===== src/rtl/result_frame_tx.sv =====
// Serialises each captured localisation result as a 15-byte 8N1 UART frame:
// sync, status, P, Q, R (MSB first), XOR checksum of bytes 1..13.
module result_frame_tx #(
  parameter int         CLKS_PER_BIT = 434,
  parameter logic [7:0] SYNC_BYTE    = 8'hA5
) (
  input  logic        Gbl_CLK,
  input  logic        RST_EX_N,
  input  logic        Result_Ready,
  input  logic [31:0] P,
  input  logic [31:0] Q,
  input  logic [31:0] R,
  input  logic [1:0]  Quadrent,
  input  logic        Flag_ERR,
  input  logic        Flag_CNT,
  input  logic        Flag_DIAG,
  input  logic        Flag_MED,
  output logic        TX_OUT,
  output logic        TX_BUSY,
  output logic        Frame_Done,
  output logic        Pend_Full,
  output logic [7:0]  OVR_CNT
);

  localparam int BAUD_W = $clog2(CLKS_PER_BIT);
  localparam logic [BAUD_W-1:0] BAUD_LAST = BAUD_W'(CLKS_PER_BIT - 1);

  typedef enum logic [2:0] {IDLE, START, DATA, STOP, DONE} state_t;

  state_t             state;
  logic               rr_q;
  logic [BAUD_W-1:0]  baud_cnt;
  logic [2:0]         bit_idx;
  logic [3:0]         byte_idx;
  logic [103:0]       active_snap;
  logic [103:0]       pend_snap;
  logic               pend_valid;
  logic [7:0]         ovr_cnt;

  logic               capture;
  logic               bit_end;
  logic               in_frame;
  logic [103:0]       snap_in;
  logic [7:0]         body [13];
  logic [7:0]         csum;
  logic [7:0]         cur_byte;

  assign capture  = Result_Ready & ~rr_q;
  assign bit_end  = (baud_cnt == BAUD_LAST);
  assign in_frame = (state == START) || (state == DATA) || (state == STOP);
  // Snapshot is stored already formatted as the status byte plus P, Q, R.
  assign snap_in  = {Flag_ERR, Flag_CNT, Flag_DIAG, Flag_MED, 2'b00, Quadrent, P, Q, R};

  genvar gi;
  generate
    for (gi = 0; gi < 13; gi++) begin : g_body
      assign body[gi] = active_snap[103 - 8*gi -: 8];
    end
  endgenerate

  always_comb begin
    csum = 8'h00;
    for (int i = 0; i < 13; i++) csum = csum ^ body[i];
  end

  always_comb begin
    cur_byte = csum;
    if (byte_idx == 4'd0)
      cur_byte = SYNC_BYTE;
    else if (byte_idx < 4'd14)
      cur_byte = body[byte_idx - 4'd1];
  end

  assign Pend_Full = pend_valid;
  assign OVR_CNT   = ovr_cnt;

  always_ff @(posedge Gbl_CLK or negedge RST_EX_N) begin
    if (!RST_EX_N) begin
      state       <= IDLE;
      rr_q        <= 1'b1;
      baud_cnt    <= '0;
      bit_idx     <= '0;
      byte_idx    <= '0;
      active_snap <= '0;
      pend_snap   <= '0;
      pend_valid  <= 1'b0;
      ovr_cnt     <= '0;
      TX_OUT      <= 1'b1;
      TX_BUSY     <= 1'b0;
      Frame_Done  <= 1'b0;
    end else begin
      rr_q       <= Result_Ready;
      TX_BUSY    <= in_frame;
      Frame_Done <= (state == DONE);
      case (state)
        START:   TX_OUT <= 1'b0;
        DATA:    TX_OUT <= cur_byte[bit_idx];
        default: TX_OUT <= 1'b1;
      endcase

      case (state)
        IDLE, DONE: begin
          baud_cnt <= '0;
          bit_idx  <= '0;
          byte_idx <= '0;
          if (pend_valid) begin
            active_snap <= pend_snap;
            state       <= START;
            if (capture) pend_snap  <= snap_in;
            else         pend_valid <= 1'b0;
          end else if (capture) begin
            active_snap <= snap_in;
            state       <= START;
          end else begin
            state <= IDLE;
          end
        end
        START: begin
          if (bit_end) begin
            baud_cnt <= '0;
            state    <= DATA;
          end else begin
            baud_cnt <= baud_cnt + 1'b1;
          end
        end
        DATA: begin
          if (bit_end) begin
            baud_cnt <= '0;
            bit_idx  <= bit_idx + 3'd1;
            if (bit_idx == 3'd7) state <= STOP;
          end else begin
            baud_cnt <= baud_cnt + 1'b1;
          end
        end
        STOP: begin
          if (bit_end) begin
            baud_cnt <= '0;
            if (byte_idx == 4'd14) begin
              state <= DONE;
            end else begin
              byte_idx <= byte_idx + 4'd1;
              state    <= START;
            end
          end else begin
            baud_cnt <= baud_cnt + 1'b1;
          end
        end
        default: state <= IDLE;
      endcase

      // While on the line, one snapshot may wait; anything beyond that is dropped.
      if (capture && in_frame) begin
        if (!pend_valid) begin
          pend_snap  <= snap_in;
          pend_valid <= 1'b1;
        end else if (ovr_cnt != 8'hFF) begin
          ovr_cnt <= ovr_cnt + 8'd1;
        end
      end
    end
  end

endmodule


===== config.mk =====
export PLATFORM = sky130hd
export DESIGN_NAME = result_frame_tx
export DESIGN_NICKNAME = d
export VERILOG_FILES = /design/src/rtl/result_frame_tx.sv
export SDC_FILE = /design/constraint.sdc
export NUM_CORES = 1
export LEC_CHECK = 0
export CORE_UTILIZATION = 45
export CTS_CLUSTER_SIZE = 28
export DETAILED_ROUTE_END_ITERATION = 6
export GPL_TIMING_DRIVEN = 0
export PLACE_DENSITY = 0.61
export SYNTH_ARGS = -nofsm -noshare
export SYNTH_HDL_FRONTEND = slang
export SYNTH_SLANG_ARGS = --single-unit
export TNS_END_PERCENT = 50

===== constraint.sdc =====
create_clock -name Gbl_CLK -period 5.75 [get_ports Gbl_CLK]
set_clock_uncertainty 0.2 [all_clocks]
set_input_delay 0.8625 -clock Gbl_CLK [delete_from_list [all_inputs] [get_ports Gbl_CLK]]
set_output_delay 0.8625 -clock Gbl_CLK [all_outputs]
set_load 0.005 [all_outputs]

Yosys cells after proc, flatten, opt, wreduce, memory -nomap -nowiden --
Cells that the tools add are included.
Operators by class: div/mod/pow operators 0, shifts and indexed selects 0, $lt $le $gt $ge 3, $mul 0, reduce and logical (&&, ||, !) cells 16, muxes and demuxes 35, bitwise logic cells 15, equality and inequality tests 13, add/sub/neg operators 5
Operators by type and width (number):
- $mux 104 | 7
- $xor 8x8->8 | 12
- $bmux 8 s4 | 1
- $mux 8 | 4
- $mux 3 | 6
- $pmux 9 s2 | 1
- $pmux 3 s4 | 1
- $add 9x1->9 const B | 1
- $eq 9x9->1 const B | 1
- $mux 9 | 1
- $add 8x1->8 const B | 1
- $mux 1 | 8
- $mux 4 | 2
- $ne 2x2->1 const B | 4
- $ne 8x8->1 const B | 1
- $pmux 4 s2 | 1
- $reduce_bool 2->1 | 4
- $eq 3x2->1 const B | 2
- $eq 3x3->1 const B | 2
- $pmux 3 s2 | 1
- $reduce_and 3->1 | 2
- $ge 5x5->1 const B | 1
- $not 4->5 | 1
- $add 4x1->4 const B | 1
- other kinds (19) | 21
Word-level totals: memory bits (writable) 0, bits in read-only memories 0, logic and storage cells 99, input port bits 105, output and inout bits 12, register bits after elaboration 240, bits in latches 0, memories kept 0

Longest topological paths before layout --
Gate-level depths: netlist (run 1).
depth after elaboration 17, mapped depth 15, mapped depth without buffers 9

Worst setup path before layout (run 1) --
Ideal clock, no wire load.
path type register to register, from register byte_idx[0], to register TX_OUT, required time 5.463 ns, arrival 3.032 ns, stages on the path, launching flop included 14, library setup time 0.087 ns, clock period less this slack 3.319 ns, buffers on the path 5, path slack 2.431 ns, cells stage by stage dfrtp_1 buf_6 buf_4 clkbuf_1 inv_1 ha_1 clkbuf_1 buf_2 mux4_2 mux4_2 nand2_1 o221ai_1 a221oi_2 a211oi_1
On the way: cells in the longest elaborated chain, start to end 10, elaborated cells on any way between the ends 12, those cells by class 1 x add/sub; 1 x order compare; 8 x mux; 1 x bitwise; 1 x reduce/logical
RTL lines:
- start: declaration | RTL line 34 | logic [3:0] byte_idx;
- start signal: assignment | RTL line 141 | byte_idx <= byte_idx + 4'd1;
- $sub 4x1->4 | RTL line 71 | cur_byte = body[byte_idx - 4'd1];
- $not 4->5 (implied by the code) | RTL line 71
- $bmux 8 s4 | RTL line 71
- $mux 8 (implied by the code) (2 in a row) | RTL line 71
- $mux 8 | RTL line 70 | else if (byte_idx < 4'd14)
- $mux 8 (*) | RTL line 68 | if (byte_idx == 4'd0)
- $bmux 1 s3 (*) | RTL line 97 | DATA: TX_OUT <= cur_byte[bit_idx];
- $mux 1 (implied by the code) (*) | RTL line 97
- $pmux 1 s2 (*) | RTL line 95 | case (state)
- end signal: assignment | RTL line 97
- end: declaration | RTL line 18 | output logic TX_OUT,
Every way passes the cells marked *; elsewhere a longest branch is shown, timed or not. The select of a mux whose other input is x is not followed. A chain may end at the register's enable or synchronous reset.

Final worst setup path (run 1) --
Same ends and word-level chain as after synthesis.

==> run metrics, run 1 <==
total CTS buffers 27; Max Fclk 0.226 GHz; Reg2Reg Depth 13; FF-to-FF setup slack around 1300 ps; Core ar. between 20000 and 30000 um2; hold slack 14.0 ps; # DRC 12; Die Height 165 um; fillers 2292; H-tree levels 1; DRT antenna net count 0; RSZ-0062 raised after global routing no; I/O Buffers 116; Most used DFF post-synth dfrtp_1; final core utilization 0.558; Die Wd 165 um; failing checks DRC; maxcap violations 0; Setup Viol. Count Final 0; fin. max-slew vios 0; crit path DAT approximately 4700 ps; Rows 59; Post-Route WL 28900 um; Power per Cell Area 540 nW/um2; first-pass GRT wire length 45600 um; Nets 1263; routed via count 8151; reg2reg start byte_idx[0]; number of global-route vias before repair about 8000; fin crit period around 4400 ps; Initial Utilization 0.460; Worst EP required 5990 ps; VDD IR-drop max 0.262 mV; CTS-repair resized insts 0; status complete, but fails checks; largest net degree at the start of global routing 110; Hold-fix buffers, CTS 0; Root Buffer clkbuf_16; full die area 27400 um2; Post-synth EDFFs 0; standby leakage power 6.08 nW; Critical Path Start Type flop; fin area around 15000 um2; I/O pin count 117; Worst Hold Class in -> async; Sink Count 240; CTS clk-pin slew, worst paths 60 ps; DRT Pass-1 Iters 6; Reg2Reg Capture Point TX_OUT; final RePlAce weighted congestion 0.919; top cell type by total area after synthesis dfrtp_1; Setup Fix Bufs, Post-CTS 0; sequential fraction of the synthesis area 0.500; Rel. slew slack 0.251; Area contributors post-synth dfrtp_1, mux2_2, mux2i_1, mux4_2, o21ai_0; CTS Buffer Depth 3; Synth top area share 0.496; diode count 0; Mapped Avg Cell Area around 12 um2; Final Hold Viols 0; grt total ovfl 0; hpwl dp 21300 um; gr usage total 0.220; Netlist cell types 53; placed cell areas 13700 um2; CTS tree done; Cell Area, Synth 12000 um2; Worst Path Max Fanout 10; critical setup path kind reg -> reg; Net Count, Synth around 1100; area grow syn2layout 21.4%; Syn Inst Count 1003; Worst Setup End Kind flop; crit share post-route 0.769; YS warnings 0; Synth Register Bits 240; Worst-Margin Slew 1120 ps; initial drt markers a little under 600; share of layout cells above drive strength 1 0.178; wire per inst 19.2 um; clk_lat worst skew between 500 and 600 ps; Post-synth ARST share 1.00; initial antenna violation count 0; vias per cell 5.41
-- per-layer routing --
metal  vias to the layer above  GRT usage  share of wire
met3                        37     0.0307          0.043
met4                         0     0.0475          0.019
met1                      4097      0.336           0.49
met2                       167      0.333           0.45
met5                         -          0              0
li1                       3850          -              -
-- power breakdown --
| part | leakage [nW] | switching [mW] | internal, mW | total (mW) |
|---|---|---|---|---|
| Clock | 0.445 | 0.707 | 1.07 | 1.77 |
| Combinational | 2.66 | 1.40 | 1.67 | 3.06 |
| Sequential | 2.98 | 0.617 | 2.42 | 3.04 |
| Total | 6.08 | 2.72 | 5.16 | 7.88 |
-- cells by family (layout without fill, tap and decap cells) --
kind of cell / after synthesis / count (layout) / synth area share
DFF: 240 / 240 / 0.500
buffers and inverters: 63 / 231 / 0.0229
xor gates and xnor gates: 100 / 100 / 0.0838
adders and majority gates: 8 / 8 / 0.00833
and+or+nand+nor: 203 / 203 / 0.0768
muxes: 237 / 237 / 0.237
AOI/OAI and AO/OA: 152 / 152 / 0.0715
-- final cells by class --
type	count	area, um2	area share
Buffer	60	264	0.0181
Tap cell	335	419	0.0287
Multi-Input combinational cell	700	5730	0.393
Clock buffer	36	759	0.0521
Inverter	3	11.3	0.000772
Timing Repair Buffer	118	1220	0.0838
Sequential cell	240	6010	0.412
Clock inverter	14	166	0.0114
-- metrics by stage --
step / TNS, ps / setup slack, ps / total power, mW / std cells
4_1_cts: 0 / 1390 / 7.95 / 1506
5_1_grt: 0 / 1090 / 8.36 / 1506
6_report: 0 / 1330 / 7.88 / 1506
3_5_place_dp: 0 / 1290 / 6.15 / 1456
2_1_floorplan: 0 / 2430 / 5.21 / 1003
3_3_place_gp: -1654260 / -6940 / 6.08 / 1454
-- how the worst max path moves through the flow --
| stage | from | endpoint | cells past startpoint |
|---|---|---|---|
| final | byte_idx[0] | TX_OUT | 13 |
| after detailed placement | Result_Ready | active_snap[86] | 8 |
| after global placement | RST_EX_N | pend_snap[27] | 1 |
| after floorplan | byte_idx[0] | TX_OUT | 13 |
| after CTS | byte_idx[0] | TX_OUT | 14 |
| after global routing | byte_idx[0] | TX_OUT | 14 |
-- critical path, stage by stage, from the launching register on --
cell	delay [ps]
dfrtp_1	370
buf_6	170
buf_4	270
clkbuf_1	430
inv_1	180
ha_1	320
clkbuf_1	310
clkbuf_1	580
mux4_2	430
mux2i_1	140
o21ai_0	90
o311ai_0	330
a2bb2oi_1	320
a211oi_1	150
-- layout by cell type (no fill, tap or decap), drive strengths merged, types with 15 or more instances in the layout --
cell type	count
nor2	15
mux2i	105
mux2	105
xor2	25
mux4	27
buf	29
o21ai	119
nand2	124
clkbuf	70
dfrtp	238
xnor2	66
clkdlybuf4s50	115
-- cell usage after synthesis (9+ instances only) --
cell / n
nand4_1: 11
nand2_1: 123
xnor2_1: 66
mux2_2: 105
and3_1: 10
mux4_2: 27
xnor3_1: 9
clkbuf_1: 34
nand3_1: 14
dfrtp_1: 238
nor2_1: 14
o21ai_0: 118
buf_2: 16
xor2_1: 24
mux2i_1: 105
-- sequential cells by signal, summed over array words and instances, names as in the netlist --
name         count
TX_OUT           1
pend_snap      104
baud_cnt         9
bit_idx          3
TX_BUSY          1
active_snap    104
byte_idx         4
Pend_Full        1
OVR_CNT          8
state            3
Frame_Done       1
rr_q             1
No activity file was read; power rests on OpenSTA's default activity.
==> inputs of run 2 (changes only) <==
==> constraint.sdc (replaced) <==
create_clock -name Gbl_CLK -period 4.3 [get_ports Gbl_CLK]
set_clock_uncertainty 0.2 [all_clocks]
set_input_delay 0.645 -clock Gbl_CLK [delete_from_list [all_inputs] [get_ports Gbl_CLK]]
set_output_delay 0.645 -clock Gbl_CLK [all_outputs]
set_load 0.005 [all_outputs]
==> run metrics, run 2 (synthesis results as in run 1) <==
Slowest Stage Delay on Critical Path 470 ps (was 580 ps); area grow syn2layout 21.5% (was 21.4%); Critical Path Slowest Stage Cell ha_1 (was clkbuf_1); CP bufs+invs 6 (unchanged); H-tree levels 1 (unchanged); sum of negative setup slack 0 ps (unchanged); Top Registers active_snap x104, pend_snap x104, baud_cnt x9 (unchanged); Rel. slew slack 0.273 (was 0.251); Final Hold Viols 0 (unchanged); standby leakage power 6.09 nW (was 6.08 nW); share of layout cells above drive strength 1 0.180 (was 0.178); first-pass GRT wire length 45600 um (unchanged); Root Buffer clkbuf_16 (unchanged); Worst EP required 4540 ps (was 5990 ps); Nets 1263 (unchanged); routed via count 8152 (was 8151); CTS tree done (unchanged); fin. max-slew vios 0 (unchanged); Rows 59 (unchanged); number of global-route vias before repair 8019 (unchanged); grt total ovfl 0 (unchanged); Worst-Margin Slew 1080 ps (was 1120 ps); Sink Count 240 (unchanged); fin crit period 3950 ps (was 4420 ps); Max Fclk 0.253 GHz (was 0.226 GHz); I/O pin count 117 (unchanged); largest net degree at the start of global routing 110 (unchanged); Clock power frac 0.225 (about the same); Worst Hold Class reg -> reg (was in -> async); VDD IR-drop max 0.350 mV (was 0.262 mV); hpwl dp 21300 um (unchanged); Core ar. 26100 um2 (unchanged); CTS clk-pin slew, worst paths 60 ps (about the same); maxcap violations 0 (unchanged); Worst Setup End Kind flop (unchanged); gr usage total 0.220 (unchanged); I/O Buffers 116 (unchanged); total CTS buffers 27 (unchanged); final core utilization 0.558 (about the same); Flop pwr share 0.386 (about the same); crit share post-route 0.918 (was 0.769); clk_lat worst skew 540 ps (about the same); Initial Utilization 0.460 (unchanged); commonest non-fill, non-tap cell in the layout dfrtp_1 (unchanged); Setup Viol. Count Final 0 (unchanged); critical setup path kind reg -> reg (unchanged); full die area 27400 um2 (unchanged); status complete, but fails checks (unchanged); Crit path top cell by count o211ai_1 (was clkbuf_1); Die Wd 165 um (unchanged); Post-Route WL 29100 um (was 28900 um); # DRC 12 (unchanged); Die Height 165 um (unchanged); initial antenna violation count 0 (unchanged); Crit path max-delay family buffers and inverters (unchanged); DRT antenna net count 0 (unchanged); wire per inst 19.3 um (was 19.2 um); diode count 0 (unchanged); CTS Buffer Depth 3 (unchanged); critical path cell sequence buf_6 > buf_4 > clkbuf_2 > inv_1 > ha_1 > clkbuf_4 > buf_2 > mux4_2 > mux2_2 > o211ai_1 > o211ai_1 > a2bb2oi_1 > a211oi_1 (was buf_6 > buf_4 > clkbuf_1 > inv_1 > ha_1 > clkbuf_1 > clkbuf_1 > mux4_2 > mux2i_1 > o21ai_0 > o311ai_0 > a2bb2oi_1 > a211oi_1); crit path DAT 4190 ps (was 4660 ps); failing checks DRC (unchanged); final RePlAce weighted congestion 0.919 (unchanged); fin area 14600 um2 (about the same); Power per Cell Area 723 nW/um2 (was 540 nW/um2); NetSw 3.65 mW (was 2.72 mW); Worst Path Max Fanout 10 (unchanged); initial drt markers 570 (was 579); RSZ-0062 raised after global routing no (unchanged); vias per cell 5.41 (about the same); Critical Path Start Type flop (unchanged); internal power 6.90 mW (was 5.16 mW); commonest non-fill, non-tap cells in the layout dfrtp_1, nand2_1, o21ai_0 (unchanged); placed cell areas 13700 um2 (unchanged); Gate power share 0.389 (about the same); DRT Pass-1 Iters 6 (unchanged); sw frac 0.346 (was 0.345)
==> run 2: area by class of cell <==
| type | instances | area, um2 |
|---|---|---|
| Fill cell | 2287 | 11500 |
| Buffer | 59 | 265 |
| Multi-Input combinational cell | 700 | 5730 |
| Clock buffer | 36 | 759 |
| Timing Repair Buffer | 119 | 1230 |
| Inverter | 3 | 11.3 |
| Clock inverter | 14 | 166 |
| Tap cell | 335 | 419 |
| Sequential cell | 240 | 6010 |
==> run 2: power by group through the flow <==
stage               clock [mW]  combinational [mW]  sequential, mW
CTS                       2.43                4.15            4.06
global route              2.52                4.48            4.18
floorplan                    0                3.19            3.78
global placement             0                4.07            4.07
detailed placement           0                4.14            4.09
finish                    2.37                4.11            4.07
==> run 2: path summary, 6_finish.rpt <==
path	startpoint	to	slack [ps]	cells past startpoint
setup reg to reg	byte_idx[0]	TX_OUT	350	13
hold / removal	OVR_CNT[6]	OVR_CNT[6]	290	1
max in group asynchronous	RST_EX_N	active_snap[30]	2630	3
hold reg to reg	OVR_CNT[6]	OVR_CNT[6]	290	1
setup / recovery	byte_idx[0]	TX_OUT	350	13
min in group asynchronous	RST_EX_N	pend_snap[59]	400	2
==> run 2: per-layer routing <==
metal  global-route usage  share of wire
met5                    0              0
met4               0.0475          0.019
met3               0.0307          0.046
met2                0.333           0.45
met1                0.336           0.49
==> run 2: metrics by stage <==
step / power [mW] / setup WS, ps / hold WS (ps) / cells
after global routing: 11.2 / 100 / 312 / 1506
after CTS: 10.6 / 144 / 297 / 1507
final: 10.6 / 351 / 293 / 1506
after floorplan: 6.96 / 981 / 149 / 1003
after detailed placement: 8.23 / -26.9 / 285 / 1456
after global placement: 8.14 / -8170 / 274 / 1454
==> run 2: what timing repair did <==
action	in CTS	in global routing
setup buffers	0	0
hold buffers	1	0
resized for setup	2	1
hold endpoints to repair	42	0
setup endpoints to repair	1	1
==> run 2: worst reg2reg max path, delay by kind of cell (launching register included) <==
kind / cells / cell delay (ps)
buf+inv: 6 / 1520
mux: 2 / 610
compound gates: 4 / 690
flops: 1 / 370
fa+ha+maj: 1 / 470
